==> config.mk <==
export PLATFORM = sky130hd
export DESIGN_NAME = apc_rr_sender
export DESIGN_NICKNAME = d
export VERILOG_FILES = /design/src/rtl/apc_rr_sender.sv
export SDC_FILE = /design/constraint.sdc
export NUM_CORES = 1
export LEC_CHECK = 0
export ABC_AREA = 1
export CAP_MARGIN = 20
export CELL_PAD_IN_SITES_DETAIL_PLACEMENT = 0
export CELL_PAD_IN_SITES_GLOBAL_PLACEMENT = 1
export CORE_ASPECT_RATIO = 1.25
export CORE_MARGIN = 4
export CORE_UTILIZATION = 25
export DETAILED_ROUTE_END_ITERATION = 6
export GPL_TIMING_DRIVEN = 0
export PLACE_DENSITY_LB_ADDON = 0.1
export SLEW_MARGIN = 20
export SYNTH_ARGS = -nofsm -noshare
export SYNTH_HDL_FRONTEND = slang
export SYNTH_SLANG_ARGS = --single-unit
==> constraint.sdc <==
create_clock -name clk -period 2.5 [get_ports clk]
set_clock_uncertainty 0.05 [all_clocks]
set_input_delay 0.375 -clock clk [delete_from_list [all_inputs] [get_ports clk]]
set_output_delay 0.375 -clock clk [all_outputs]
set_load 0.02 [all_outputs]
==> src/rtl/apc_rr_sender.sv <==
// Round-robin srdy/drdy arbiter driving one APC phase-change channel.
// Optional ack watchdog: define APC_RR_TIMEOUT_EN.
module apc_rr_sender #(
    parameter int inputs         = 4,
    parameter int width          = 32,
    parameter int tag_w          = 2,
    parameter int timeout_cycles = 1024
) (
    input  logic                    clk,
    input  logic                    reset_n,
    input  logic [inputs-1:0]       c_srdy,
    output logic [inputs-1:0]       c_drdy,
    input  logic [inputs*width-1:0] c_data,
    output logic                    p_ph_send,
    input  logic                    p_ph_ack,
    output logic [width-1:0]        p_data,
    output logic [tag_w-1:0]        p_tag,
    output logic                    busy,
    output logic                    timeout_err
);

    typedef enum logic {
        s_idle,
        s_wait
    } state_t;

    state_t           state;
    state_t           state_nx;
    logic             ack_meta;
    logic             sync_ack;
    logic [tag_w-1:0] ptr;
    logic [tag_w-1:0] grant;
    logic             found;
    logic             take;
    logic [width-1:0] sel_word;
    int               idx;

    // xp_synchronizer: raw p_ph_ack is used nowhere else
    always_ff @(posedge clk or negedge reset_n) begin
        if (!reset_n) begin
            ack_meta <= 1'b0;
            sync_ack <= 1'b0;
        end else begin
            ack_meta <= p_ph_ack;
            sync_ack <= ack_meta;
        end
    end

    // first requester above ptr, wrapping modulo inputs
    always_comb begin
        found = 1'b0;
        grant = '0;
        idx   = 0;
        for (int k = 1; k <= inputs; k++) begin
            idx = (int'(ptr) + k) % inputs;
            if (!found && c_srdy[tag_w'(idx)]) begin
                found = 1'b1;
                grant = tag_w'(idx);
            end
        end
    end

    assign take     = (state == s_idle) && found;
    assign sel_word = c_data[int'(grant)*width +: width];
    assign busy     = (state == s_wait);

    always_comb begin
        c_drdy = '0;
        if (take) begin
            c_drdy[grant] = 1'b1;
        end
    end

    always_comb begin
        state_nx = state;
        unique case (state)
            s_idle: begin
                if (found) begin
                    state_nx = s_wait;
                end
            end
            s_wait: begin
                if (sync_ack == p_ph_send) begin
                    state_nx = s_idle;
                end
            end
        endcase
    end

    always_ff @(posedge clk or negedge reset_n) begin
        if (!reset_n) begin
            state     <= s_idle;
            p_ph_send <= 1'b0;
            p_data    <= '0;
            p_tag     <= '0;
            ptr       <= tag_w'(inputs - 1);
        end else begin
            state <= state_nx;
            if (take) begin
                p_data    <= sel_word;
                p_tag     <= grant;
                ptr       <= grant;
                p_ph_send <= ~p_ph_send;
            end
        end
    end

`ifdef APC_RR_TIMEOUT_EN
    localparam int CW = $clog2(timeout_cycles + 1);
    localparam logic [CW-1:0] TO = CW'(timeout_cycles);

    logic [CW-1:0] to_cnt;
    logic          to_err;

    // saturates at the limit; the transfer is never abandoned
    always_ff @(posedge clk or negedge reset_n) begin
        if (!reset_n) begin
            to_cnt <= '0;
            to_err <= 1'b0;
        end else if (take) begin
            to_cnt <= '0;
        end else if (busy && to_cnt != TO) begin
            to_cnt <= to_cnt + 1'b1;
            if (to_cnt + 1'b1 == TO) begin
                to_err <= 1'b1;
            end
        end
    end

    assign timeout_err = to_err;
`else
    localparam int unused_timeout = timeout_cycles;

    assign timeout_err = 1'b0;
`endif

endmodule

==> metrics.yaml, run 1 <==
status: "finished with violations"
violations: "negative setup slack"
critPathMaxFanout: 10
slew_headroom: 0.622
ys_seq_area_frac: 0.308
async_flop_share: 1.00
antennaDiodeCount: 0
timing.final.ws_setup_ps: -36.2
grt_overflow: 0
r2r_cells: 15
cts_tree: "yes"
timing.final.crit_share: 1.01
drv_slew: 0
r2r-end: "p_data[30]$_DFFE_PN0P_"
clockRootBuffer: "clkbuf_16"
crit_required_ps: 2080
cp_cell_sequence: "buf_6 > inv_8 > nand2_1 > nand2_2 > nand2_2 > nand2_2 > nand2_2 > nand2_2 > nand2_2 > nand3_4 > clkbuf_16 > nor3_4 > buf_6"
whs_ps: 29.0
synth.distinct_cells: 27
r2r_setup_slack_ps: 120
ant_nets: 0
track_usage: 0.173
cts_hold_buf: 0
initial_core_util: 0.256
yosysMostFrequentCell: "nand2_1"
hold_class: "primary input to async pin"
die_area_um2: 14900
area_growth_pct: 78.2
grt_pass1_vias: 3904
crit_family: "simple AND/OR/NAND/NOR gates"
clkSinkCount: 40
path_depth: 13
die_x_um: 110
clock_latency_ps: 280
avgSynthCellArea_um2: 6.38
synthFlopType: "dfrtp_1"
comb_power_share: 0.806
setup.worst_path.start: "ptr[0]$_DFFE_PN1P_"
max_cap_violations: 0
crit_type: "register to output port"
syn_inst: 510
io_buffer_count: 174
coreArea_um2: 12700
switching_power_mw: 5.06
htree_levels: 2
synth_area_um2: 3250
ys_seq_elements: 40
drive_gt1_frac: 0.187
layoutNonFillerInstCount: 881
synth_commonest_cells: "nand2_1 (196), nand3_1 (90), inv_1 (83), dfrtp_1 (38), o211ai_1 (17)"
io-pin-count: 176
vias: 3759
clock_power_share: 0.069
placementRows: 46
antenna_found_initial: 0
drc: 0
syn_nets: 645
cp-endpoint: "c_drdy[3]"
gp_congestion: 0.817
internal_power_mw: 4.61
cp_common_cell: "nand2_2"
fillCellCount: 1335
placed_cells: 853
cp-start-kind: "register"
seqPwrFrac: 0.125
synth_top_area_cell: "dfrtp_1"
first_iter_violations: 119
fin_nets: 847
final.min_clock_period_ps: 2540
total_power_mw: 9.66
fmax_ghz: 0.394
cp_num_buf_inv: 4
ys.warnings.count: 0
swShare: 0.523
p_per_area_nw_per_um2: 1670
worst_pin_slew_ps: 567
viasPerCell: 4.27
place_area_um2: 5230
fin_area_um2: 5800
hpwl_um: 9870
pre_cts_ws_ps: -791
grt_max_degree: 22
detail_route.wl_per_cell_um: 14.7
synthTopCellsByArea: "dfrtp_1 (29%), nand2_1 (23%), nand3_1 (14%)"
die_y_um: 136
synth_edf_count: 0
setup_viol: 4
rsz0062_at_grt: "true"
grt_pass1_wl_um: 19900
synth.top_cell.area_share: 0.292
cts_max_path_buffers: 2
endpoint_kind: "output port"
arrival_ps: 2110
ir_drop_mv: 0.729
firstDrtPassIters: 4
regToRegStartpoint: "ptr[0]$_DFFE_PN1P_"
routed_wl_um: 12900
p_leak_nw: 2.98
crit_slowest_cell: "dfstp_2"
numCtsBuffers: 5
clk_pin_slew_ps: 60
finalHoldViolations: 0
critical_path.max_stage_delay_ps: 560
## power by group through the flow
stage | registers (mW) | logic [mW] | clock network [mW]
2_1_floorplan | 1.54 | 4.06 | 0
3_3_place_gp | 1.20 | 6.65 | 0
3_5_place_dp | 1.21 | 6.70 | 0
4_1_cts | 1.21 | 7.65 | 0.693
5_1_grt | 1.25 | 8.59 | 0.718
6_report | 1.21 | 7.79 | 0.666
## worst register-to-register path, cell delays in order, from the launching register on
cell      delay, ps
dfstp_2         560
buf_6           150
inv_8            60
nand2_1          70
nand2_2          80
nand2_2          70
nand2_2          70
buf_4           140
nand3_2          80
nand3_4         130
buf_4           170
buf_4           180
nor2_8          140
buf_6           160
o211ai_1        140
nand3_2          80
## cells in the final DEF (no fill, tap or decap), types with 2 or more instances in the layout
master	count
xnor2_1	2
nand3_4	3
inv_2	4
clkbuf_16	7
clkbuf_4	3
buf_6	7
nand3_2	13
buf_2	12
o21ai_0	2
nand2_4	8
buf_8	2
nand2_2	25
nor2_1	2
nor2_8	3
nor3_4	3
buf_4	25
inv_1	80
inv_8	2
inv_4	2
o211ai_1	17
nand2_1	180
buf_12	2
clkdlybuf4s50_1	169
dfstp_2	2
dfrtp_1	38
nand3_1	88
nor2_2	3
## cell type report
type                            instances  area, um2  share of cell area
Clock buffer                            6        139              0.0240
Buffer                                 28        254              0.0438
Inverter                               88        350              0.0604
Sequential cell                        40       1000               0.173
Clock inverter                          2       13.8             0.00237
Timing Repair Buffer                  196       1940               0.335
Tap cell                              168        210              0.0363
Multi-Input combinational cell        353       1890               0.325
## kinds of logic (layout without fill, tap and decap cells)
| group | after synthesis | after routing | share of synthesized area |
|---|---|---|---|
| other cells | 1 | 1 | 0.00115 |
| flops | 40 | 40 | 0.308 |
| simple gates | 329 | 329 | 0.479 |
| xor+xnor | 2 | 2 | 0.00539 |
| compound gates | 21 | 21 | 0.0477 |
| buf+inv | 117 | 320 | 0.158 |
## routing by layer
metal / routed length, um / vias up / global-route usage
met4: 106 / 0 / 0.0388
met3: 1130 / 9 / 0.0491
met2: 6540 / 137 / 0.315
met5: 0 / - / 0
li1: - / 1974 / -
met1: 5170 / 1639 / 0.197
## state kept, by name, indices dropped and copies added (netlist names)
signal and count:
p_tag 2, sync_ack 1, ack_meta 1, p_ph_send 1
busy 1, ptr 2, p_data 32
## worst min path at each step
stage | slack, ps | endpoint | cells past startpoint
floorplan | 30 | ack_meta$_DFF_PN0_ | 0
detailed placement | 300 | sync_ack$_DFF_PN0_ | 0
global placement | 280 | sync_ack$_DFF_PN0_ | 0
CTS | 50 | busy$_DFF_PN0_ | 1
global route | 60 | p_data[19]$_DFFE_PN0P_ | 1
finish | 30 | p_data[19]$_DFFE_PN0P_ | 1
## stage by stage
step            util  TNS (ps)
3_5_place_dp   0.411     -2980
4_1_cts        0.447      -244
5_1_grt        0.456      -447
3_3_place_gp   0.409    -12000
2_1_floorplan      -         0
6_report       0.456     -93.6
## timing repair
item	in CTS	in global routing
setup buffers	16	4
endpoints found under the setup margin	4	31
pin swaps	17	15
resized for setup	75	22
cloned	1	0
(Power assumes the default switching activity.)
==> run 2, diff against run 1 <==
- CAP_MARGIN: 20 -> unset
==> results of run 2 <==
Final layout, timing and power as in run 1 (identical DEF).
